File: config.mk
export PLATFORM = sky130hd
export DESIGN_NAME = multicycle_main_fsm
export DESIGN_NICKNAME = d
export VERILOG_FILES = /design/src/rtl/multicycle_main_fsm.sv
export SDC_FILE = /design/constraint.sdc
export NUM_CORES = 1
export LEC_CHECK = 0
export CORE_MARGIN = 4
export CORE_UTILIZATION = 42
export CTS_CLUSTER_SIZE = 20
export DETAILED_ROUTE_END_ITERATION = 10
export HOLD_SLACK_MARGIN = 0.03
export PLACE_DENSITY = 0.86
export SYNTH_ARGS = -nofsm -noshare
export SYNTH_HDL_FRONTEND = slang
export SYNTH_SLANG_ARGS = --single-unit
File: constraint.sdc
create_clock -name clk -period 2.7 [get_ports clk]
set_clock_uncertainty 0.1 [all_clocks]
set_input_delay 0.54 -clock clk [delete_from_list [all_inputs] [get_ports clk]]
set_output_delay 0.54 -clock clk [all_outputs]
set_load 0.005 [all_outputs]
File: src/rtl/multicycle_main_fsm.sv
// Main control FSM for the multi-cycle RV32I core: sequences the shared ALU and gates writes.
// Optional retired-instruction counter output enabled by defining INSTRET_CNT_EN.
module multicycle_main_fsm #(
  parameter int CNT_W = 32
) (
  input  logic             clk,
  input  logic             reset,
  input  logic [6:0]       op,
  input  logic [2:0]       funct3,
  input  logic             zero,
  input  logic             mem_ready,
  output logic             pc_write,
  output logic             adr_src,
  output logic             mem_write,
  output logic             ir_write,
  output logic [1:0]       result_src,
  output logic [1:0]       alu_src_a,
  output logic [1:0]       alu_src_b,
  output logic [1:0]       alu_op,
  output logic [1:0]       imm_src,
  output logic             reg_write,
`ifdef INSTRET_CNT_EN
  output logic [CNT_W-1:0] instret,
`endif
  output logic             illegal
);

  typedef enum logic [3:0] {
    FETCH    = 4'd0,
    DECODE   = 4'd1,
    MEMADR   = 4'd2,
    MEMREAD  = 4'd3,
    MEMWB    = 4'd4,
    MEMWRITE = 4'd5,
    EXECR    = 4'd6,
    EXECI    = 4'd7,
    ALUWB    = 4'd8,
    BRANCH   = 4'd9,
    JAL      = 4'd10
  } state_t;

  localparam logic [6:0] OP_LW  = 7'b0000011;
  localparam logic [6:0] OP_SW  = 7'b0100011;
  localparam logic [6:0] OP_R   = 7'b0110011;
  localparam logic [6:0] OP_I   = 7'b0010011;
  localparam logic [6:0] OP_BR  = 7'b1100011;
  localparam logic [6:0] OP_JAL = 7'b1101111;

  state_t state, state_next;
  logic   pc_update;
  logic   branch;
  logic   unused_funct3;

  assign unused_funct3 = ^funct3[2:1];

  always_ff @(posedge clk) begin
    if (reset) state <= FETCH;
    else       state <= state_next;
  end

  always_comb begin
    state_next = FETCH;
    pc_update  = 1'b0;
    branch     = 1'b0;
    adr_src    = 1'b0;
    mem_write  = 1'b0;
    ir_write   = 1'b0;
    result_src = 2'b00;
    alu_src_a  = 2'b00;
    alu_src_b  = 2'b00;
    alu_op     = 2'b00;
    reg_write  = 1'b0;
    illegal    = 1'b0;
    case (state)
      FETCH: begin
        alu_src_b  = 2'b10;
        result_src = 2'b10;
        ir_write   = mem_ready;
        pc_update  = mem_ready;
        state_next = mem_ready ? DECODE : FETCH;
      end
      DECODE: begin
        alu_src_a = 2'b01;
        alu_src_b = 2'b01;
        case (op)
          OP_LW, OP_SW: state_next = MEMADR;
          OP_R:         state_next = EXECR;
          OP_I:         state_next = EXECI;
          OP_BR:        state_next = BRANCH;
          OP_JAL:       state_next = JAL;
          default: begin
            state_next = FETCH;
            illegal    = 1'b1;
          end
        endcase
      end
      MEMADR: begin
        alu_src_a  = 2'b10;
        alu_src_b  = 2'b01;
        state_next = op[5] ? MEMWRITE : MEMREAD;
      end
      MEMREAD: begin
        adr_src    = 1'b1;
        state_next = mem_ready ? MEMWB : MEMREAD;
      end
      MEMWB: begin
        result_src = 2'b01;
        reg_write  = 1'b1;
      end
      MEMWRITE: begin
        adr_src    = 1'b1;
        mem_write  = 1'b1;
        state_next = mem_ready ? FETCH : MEMWRITE;
      end
      EXECR: begin
        alu_src_a  = 2'b10;
        alu_op     = 2'b10;
        state_next = ALUWB;
      end
      EXECI: begin
        alu_src_a  = 2'b10;
        alu_src_b  = 2'b01;
        alu_op     = 2'b10;
        state_next = ALUWB;
      end
      ALUWB: begin
        reg_write = 1'b1;
      end
      BRANCH: begin
        alu_src_a = 2'b10;
        alu_op    = 2'b01;
        branch    = 1'b1;
      end
      JAL: begin
        alu_src_a  = 2'b01;
        alu_src_b  = 2'b10;
        pc_update  = 1'b1;
        state_next = ALUWB;
      end
      default: state_next = FETCH;
    endcase
  end

  assign pc_write = pc_update | (branch & (zero ^ funct3[0]));

  always_comb begin
    case (op)
      OP_SW:   imm_src = 2'b01;
      OP_BR:   imm_src = 2'b10;
      OP_JAL:  imm_src = 2'b11;
      default: imm_src = 2'b00;
    endcase
  end

`ifdef INSTRET_CNT_EN
  logic retire;

  assign retire = (state == MEMWB) || (state == ALUWB) || (state == BRANCH) ||
                  ((state == MEMWRITE) && mem_ready);

  always_ff @(posedge clk) begin
    if (reset)       instret <= '0;
    else if (retire) instret <= instret + CNT_W'(1);
  end
`endif

endmodule

# == Word level (Yosys, flattened, before mapping) ==
# Index checks and enable logic that the tools add are counted.
# totals
register_bits,4
word_cells,50
out_inout_bits,16
# classes
n_reduce_logical,11
mux,19
n_eq_ne,16
bitwise_logic,3
# op_table
operator,count
$pmux W4 S6,1
$pmux W4 S5,1
$eq A4 B3 Y1 const B,4
$pmux W2 S2,4
$eq A7 B6 Y1 const B,2
$eq A7 B7 Y1 const B,2
$eq A4 B4 Y1 const B,3
$reduce_or A2 Y1,6
$mux W3,3
$eq A4 B2 Y1 const B,2
$mux W1,8
$eq A7 B2 Y1 const B,1
$eq A7 B5 Y1 const B,1
$pmux W2 S3,1
$reduce_or A3 Y1,2
$reduce_or A6 Y1,1
$eq A4 B1 Y1 const B,1
$logic_not A4 Y1,1
$reduce_or A4 Y1,1
$pmux W1 S2,1
$and A1 B1 Y1,1
$or A1 B1 Y1,1
$xor A1 B1 Y1,1

# == Longest topological paths before layout ==
# Gate-level depths: netlist of the first run.
# depth
word_depth,4
mapped_depth,5
depth_no_buf,3

# == Worst setup path before layout of the first run ==
# OpenSTA, ideal clock, no wires.
# synth_path
kind,input to output
start,in zero
end,out pc_write
path_buffers,0
stages,3
required_time_ns,2.060
arrival_time_ns,1.120
slack_ns,0.940
path_cell_list,xnor2_1 or3_1 a31oi_1
# synth_via
elab_chain_len,3
# synth_rtl
item,line_no,source
"start, declared",10,"input logic zero,"
$xor A1 B1 Y1,144,assign pc_write = pc_update | (branch & (zero ^ funct3[0]));
$and A1 B1 Y1,144,
$or A1 B1 Y1,144,
"end, declared",12,"output logic pc_write,"
# No other way between the ends.

# == Final worst setup path of the first run ==
# layout_path
start,in op[3]
end,out imm_src[1]
# layout_via
elab_chain_len,2
elab_cells_between_ends,4
# layout_rtl
item,line_no,source
"start, declared",8,"input logic [6:0] op,"
$eq A7 B7 Y1 or $eq A7 B6 Y1 (tied branches),147,case (op)
$pmux W2 S3 (*),147,
"end, declared",20,"output logic [1:0] imm_src,"
# Mark *: on every way between the ends. The rest lies on a longest branch, timed or not.

==> impl_metrics.ini, run 1 <==
[die]
rows = 13
initial_core_util = 0.448
fp.dieW_um = 45.5
dieArea_mm2 = 0.00207
pin_count = 30
dieHeight_um = 45.5
coreArea_mm2 = 0.00132

[min_path]
min_path_type = reg2reg
min-delay-start = state[1]$_SDFF_PP0_

[cells_and_area]
final_core_util = 0.705
finalInstanceArea_um2 = 928
antennaDiodeCount = 0
fin_cells = 128
largest_reg_flops = 4
nNetsFinal = 129
regMostFlops = state
flow.area_growth_from_synthesis_pct = 57.2
drive_gt1_frac = 0.142
largestRegisters = state (4)

[worst_setup_path]
worst-setup-path-type = in2out
cp.required_ns = 2.06
arrival_ns = 1.95
endpoint_kind = primary output
cp_max_fo = 3
cp-start-kind = input port
startpoint = op[3]
crit-reg2reg-launch = state[2]$_SDFF_PP0_

[clock_network]
clk_latency_ns = 0.23
cts-root-buf = clkbuf_4
cts_tree = built
cts_buffers = 3
clock_path_buffers = 2
htree_levels = 1
cts.sinks = 4
cts.clk_slew.worst_paths_ns = 0.03

[routing]
firstDrtPassIters = 4
drt-total-wl_mm = 1.60
dr.first_iter.drc_count = 14
routedWlPerCell_um = 12.5
drc = 0
ant_nets = 0
via_per_inst = 5.54
vias = 709

[sta]
rsz0062_at_grt = no
final_max_slew_viol_count = 0
fin_hold_ws_ns = 0.570
hold_violations = 0
setup_viol = 0
tightest_slew_ns = 0.629
fmax_ghz = 0.386
period_share = 0.960
timing.final.crit_period_ns = 2.59
slew_headroom = 0.580

[global_route]
grt_max_degree = 21
grt_pass1_wl_mm = 2.66
antenna_found_initial = 0
grt-ovfl-total = 0
grtUsageTotal = 0.170
grt_pass1_vias = 661

[yosys]
yosys_warnings = 0
synth.avg_cell_area_um2 = 7.20
netlist.area_leader.share = 0.136
syn_nets = 96
netlist-cell-type-count = 41
syn_area_um2 = 591
netlist_top_cells_count = nor2_1 (7), nand2_1 (6), nand2b_1 (6)
ys.flop_type = dfxtp_1
synthArstFlopShare = 0
synth_top_area_cell = dfxtp_1
synthCells = 82
synthTopCellsByArea = dfxtp_1 (14%), nand2b_1 (6.4%), nor2_1 (4.4%)
ys_seq_elements = 4
synth_edf_count = 0
seq_area_frac_synth = 0.136
synthMostInstantiatedCell = nor2_1

[placed_design]
port_buffers = 27
placed_area_um2 = 896
placed_cells = 125
hpwl_mm = 1.30
gp_congestion = 0.764

[power_and_ir_drop]
p_leak_nw = 0.402
powerDensity_mw_per_mm2 = 227
vdd_drop_max_v = 0.000100
power_mw = 0.211

[outcome]
status = finished clean

[job]
maxCapViolCount = 0
-- layout by cell type (no fill, tap or decap), drive strengths merged, types with 2 or more instances in the layout --
| cell | n |
|---|---|
| nand3 | 2 |
| o21ai | 4 |
| and3b | 2 |
| dlygate4sd2 | 2 |
| a21o | 3 |
| buf | 8 |
| a221oi | 3 |
| xnor2 | 3 |
| nor3 | 4 |
| and3 | 2 |
| clkbuf | 3 |
| nand2b | 6 |
| nand2 | 6 |
| a31oi | 2 |
| nor4 | 2 |
| clkdlybuf4s50 | 24 |
| inv | 2 |
| dfxtp | 4 |
| nor3b | 2 |
| nor2 | 7 |
| nor2b | 2 |
-- cell families (layout without fill, tap and decap cells) --
family                 Yosys count  after routing  share of synthesized area
buffers and inverters            9             40                     0.0869
multiplexers                     1              1                     0.0169
XOR/XNOR                         4              4                     0.0593
AND/OR/NAND/NOR                 45             45                      0.464
flip-flops                       4              4                      0.136
AO/OA/AOI/OAI                   19             19                      0.237
-- layer usage --
metal	global-route usage	wire (um)
met4	0.0351	6
met5	0	0
met2	0.320	852
met1	0.186	652
met3	0.0435	92
-- stage by stage --
| step | TNS (ns) | setup slack [ns] |
|---|---|---|
| 2_1_floorplan | 0 | 0.940 |
| 3_3_place_gp | -0.0302 | -0.0269 |
| 3_5_place_dp | -0.0897 | -0.0537 |
| 4_1_cts | 0 | 0.0178 |
| 5_1_grt | 0 | 0.0389 |
| 6_report | 0 | 0.107 |
-- timing repair --
action	4_1_cts	5_1_grt
setup endpoints to repair	2	1
gates resized for setup	2	3
buffers inserted	0	0
hold buffers	0	0
-- critical path, stage by stage --
cell             delay, ns
clkdlybuf4s50_1       0.44
buf_4                 0.15
xnor2_2               0.17
nand2_1               0.07
nor2_1                0.08
clkdlybuf4s50_1       0.50
-- final cells by class --
cell class                 instances  area (um^2)
inverter                           2         7.51
sequential                         4         80.1
fill                             117          389
tap                               15         18.8
multi-input combinational         69          469
clock buffer                       3         22.5
timing repair buffer              35          330
-- path summary, 6_finish.rpt --
check,endpoint,depth (start not counted),slack (ns)
worst max register to register,state[0]$_SDFF_PP0_,3,1.07
worst max-delay path,imm_src[1],6,0.11
worst min-delay path,state[1]$_SDFF_PP0_,3,0.57
worst min register to register,state[1]$_SDFF_PP0_,3,0.57
-- power breakdown --
part / internal, mW / switching, mW / total, mW
clock network: 0.0495 / 0.0218 / 0.0713
logic: 0.0474 / 0.0298 / 0.0772
registers: 0.0606 / 0.00195 / 0.0625
No activity file was read; power rests on OpenSTA's default activity.
==> run 2: changes to the inputs <==
Settings changed: CORE_UTILIZATION 42 to 35, PLACE_DENSITY 0.86 to 0.74.
==> impl_metrics.ini, run 2 (synthesis gave the netlist of run 1 again) <==
[outcome]
status = finished clean

[sta]
fmax_ghz = 0.384
rsz0062_at_grt = no
tightest_slew_ns = 0.612
slew_headroom = 0.591
fin_hold_ws_ns = 0.569
finalWorstSetupSlack_ns = 0.0963
hold_violations = 0
period_share = 0.964
setup_tns_ns = 0
setup_viol = 0
timing.final.crit_period_ns = 2.60
final_max_slew_viol_count = 0

[die]
pin_count = 30
coreArea_mm2 = 0.00154
initial_core_util = 0.383
rows = 14
dieHeight_um = 49.1
fp.dieW_um = 49.1
dieArea_mm2 = 0.00241

[placed_design]
place_ws_ns = -0.0335
gp_congestion = 0.765
hpwl_mm = 1.25
port_buffers = 27

[clock_network]
clock_path_buffers = 2
clk_latency_ns = 0.24
cts-root-buf = clkbuf_4
cts_tree = built
cts_buffers = 3
cts.sinks = 4
htree_levels = 1
cts.clk_slew.worst_paths_ns = 0.03

[global_route]
grt_pass1_vias = 613
grtUsageTotal = 0.129
antenna_found_initial = 0
grt_max_degree = 21
grt-ovfl-total = 0
grt_pass1_wl_mm = 2.54

[cells_and_area]
nFillCells = 143
largestRegisters = state (4)
regArea_um2 = 80.1
regMostFlops = state
drive_gt1_frac = 0.142
final_cell_mix = clkdlybuf4s50_1 (24), buf_4 (8), nor2_1 (7), nand2b_1 (6), nand2_1 (6)
flow.area_growth_from_synthesis_pct = 57.4
nNetsFinal = 129
antennaDiodeCount = 0
largest_reg_flops = 4
final_common_cell = clkdlybuf4s50_1
final_core_util = 0.603
multi_input_area_um2 = 469

[power_and_ir_drop]
pwr-share-seq = 0.295
p_comb_frac = 0.358
vdd_drop_max_v = 0.000144
power_switching_mw = 0.0558
powerDensity_mw_per_mm2 = 229
p_clk_frac = 0.348
internal-power_mw = 0.157
p_leak_nw = 0.402
power.share.switching = 0.262

[worst_setup_path]
crit_slowest_cell = clkdlybuf4s50_1
crit_top_cell = clkdlybuf4s50_1
worst-setup-path-type = in2out
startpoint = op[3]
cp.required_ns = 2.06
cp_max_fo = 3
endpoint_kind = primary output
cp-start-kind = input port
cpPeakStageDelay_ns = 0.51
crit-reg2reg-launch = state[2]$_SDFF_PP0_
arrival_ns = 1.96
worstPathCellList = clkdlybuf4s50_1, buf_4, xnor2_2, nand2_1, nor2_1, clkdlybuf4s50_1

[job]
maxCapViolCount = 0

[routing]
ant_nets = 0
dr.first_iter.drc_count = 14
via_per_inst = 5.51
routedWlPerCell_um = 12.3
firstDrtPassIters = 5
vias = 711
drc = 0
drt-total-wl_mm = 1.59

[min_path]
min_path_type = reg2reg
min-delay-start = state[1]$_SDFF_PP0_
## run 2: final cells by class
type	instances	area share
clock buffers	3	0.0242
inverters	2	0.00808
multi-input cells	69	0.505
flip-flops and latches	4	0.0861
well taps	16	0.0215
repair buffers	35	0.355
## run 2: worst paths after layout
check / end / slack (ns) / depth (start not counted)
setup reg to reg: state[0]$_SDFF_PP0_ / 1.09 / 3
hold reg to reg: state[1]$_SDFF_PP0_ / 0.57 / 3
hold / removal: state[1]$_SDFF_PP0_ / 0.57 / 3
setup / recovery: imm_src[1] / 0.1 / 6
## run 2: routing by layer
layer / up-vias / wire length, um / track usage
met2: 34 / 779 / 0.227
met3: 0 / 138 / 0.0306
met4: 0 / 0 / 0.0673
li1: 365 / - / -
met5: - / 0 / 0
met1: 312 / 668 / 0.140
## run 2: power groups by stage
stage                     Sequential (mW)  Combinational [mW]  Clock (mW)
after floorplan                    0.0616              0.0334           0
after global placement             0.0636              0.0744           0
after detailed placement           0.0635              0.0751           0
after CTS                          0.0627              0.0741      0.0742
after global routing               0.0630              0.0826      0.0822
final                              0.0627              0.0761      0.0740
## run 2: stage by stage
step / power [mW] / instances / cell area [um^2]
2_1_floorplan: 0.0950 / 82 / 591
3_3_place_gp: 0.138 / 125 / 890
5_1_grt: 0.228 / 129 / 930
4_1_cts: 0.211 / 128 / 910
3_5_place_dp: 0.139 / 125 / 890
6_report: 0.213 / 129 / 930
## run 2: worst max-delay path: cells and delay by family
kind / cells / cell delay (ns)
xor+xnor: 1 / 0.16
simple gates: 2 / 0.16
buf+inv: 3 / 1.11
## run 2: timing repair
item / in CTS / in global routing
resized for setup: 2 / 3
hold buffers: 0 / 0
setup endpoints to repair: 2 / 2
endpoints found under the hold margin: 0 / 0
setup buffers: 0 / 1
pin swaps: 0 / 1
==> run 3: changes to the inputs <==
Settings changed: CTS_CLUSTER_DIAMETER from default to 50.
==> results of run 3 <==
The final DEF is identical to that of run 2; final timing and power are the same.
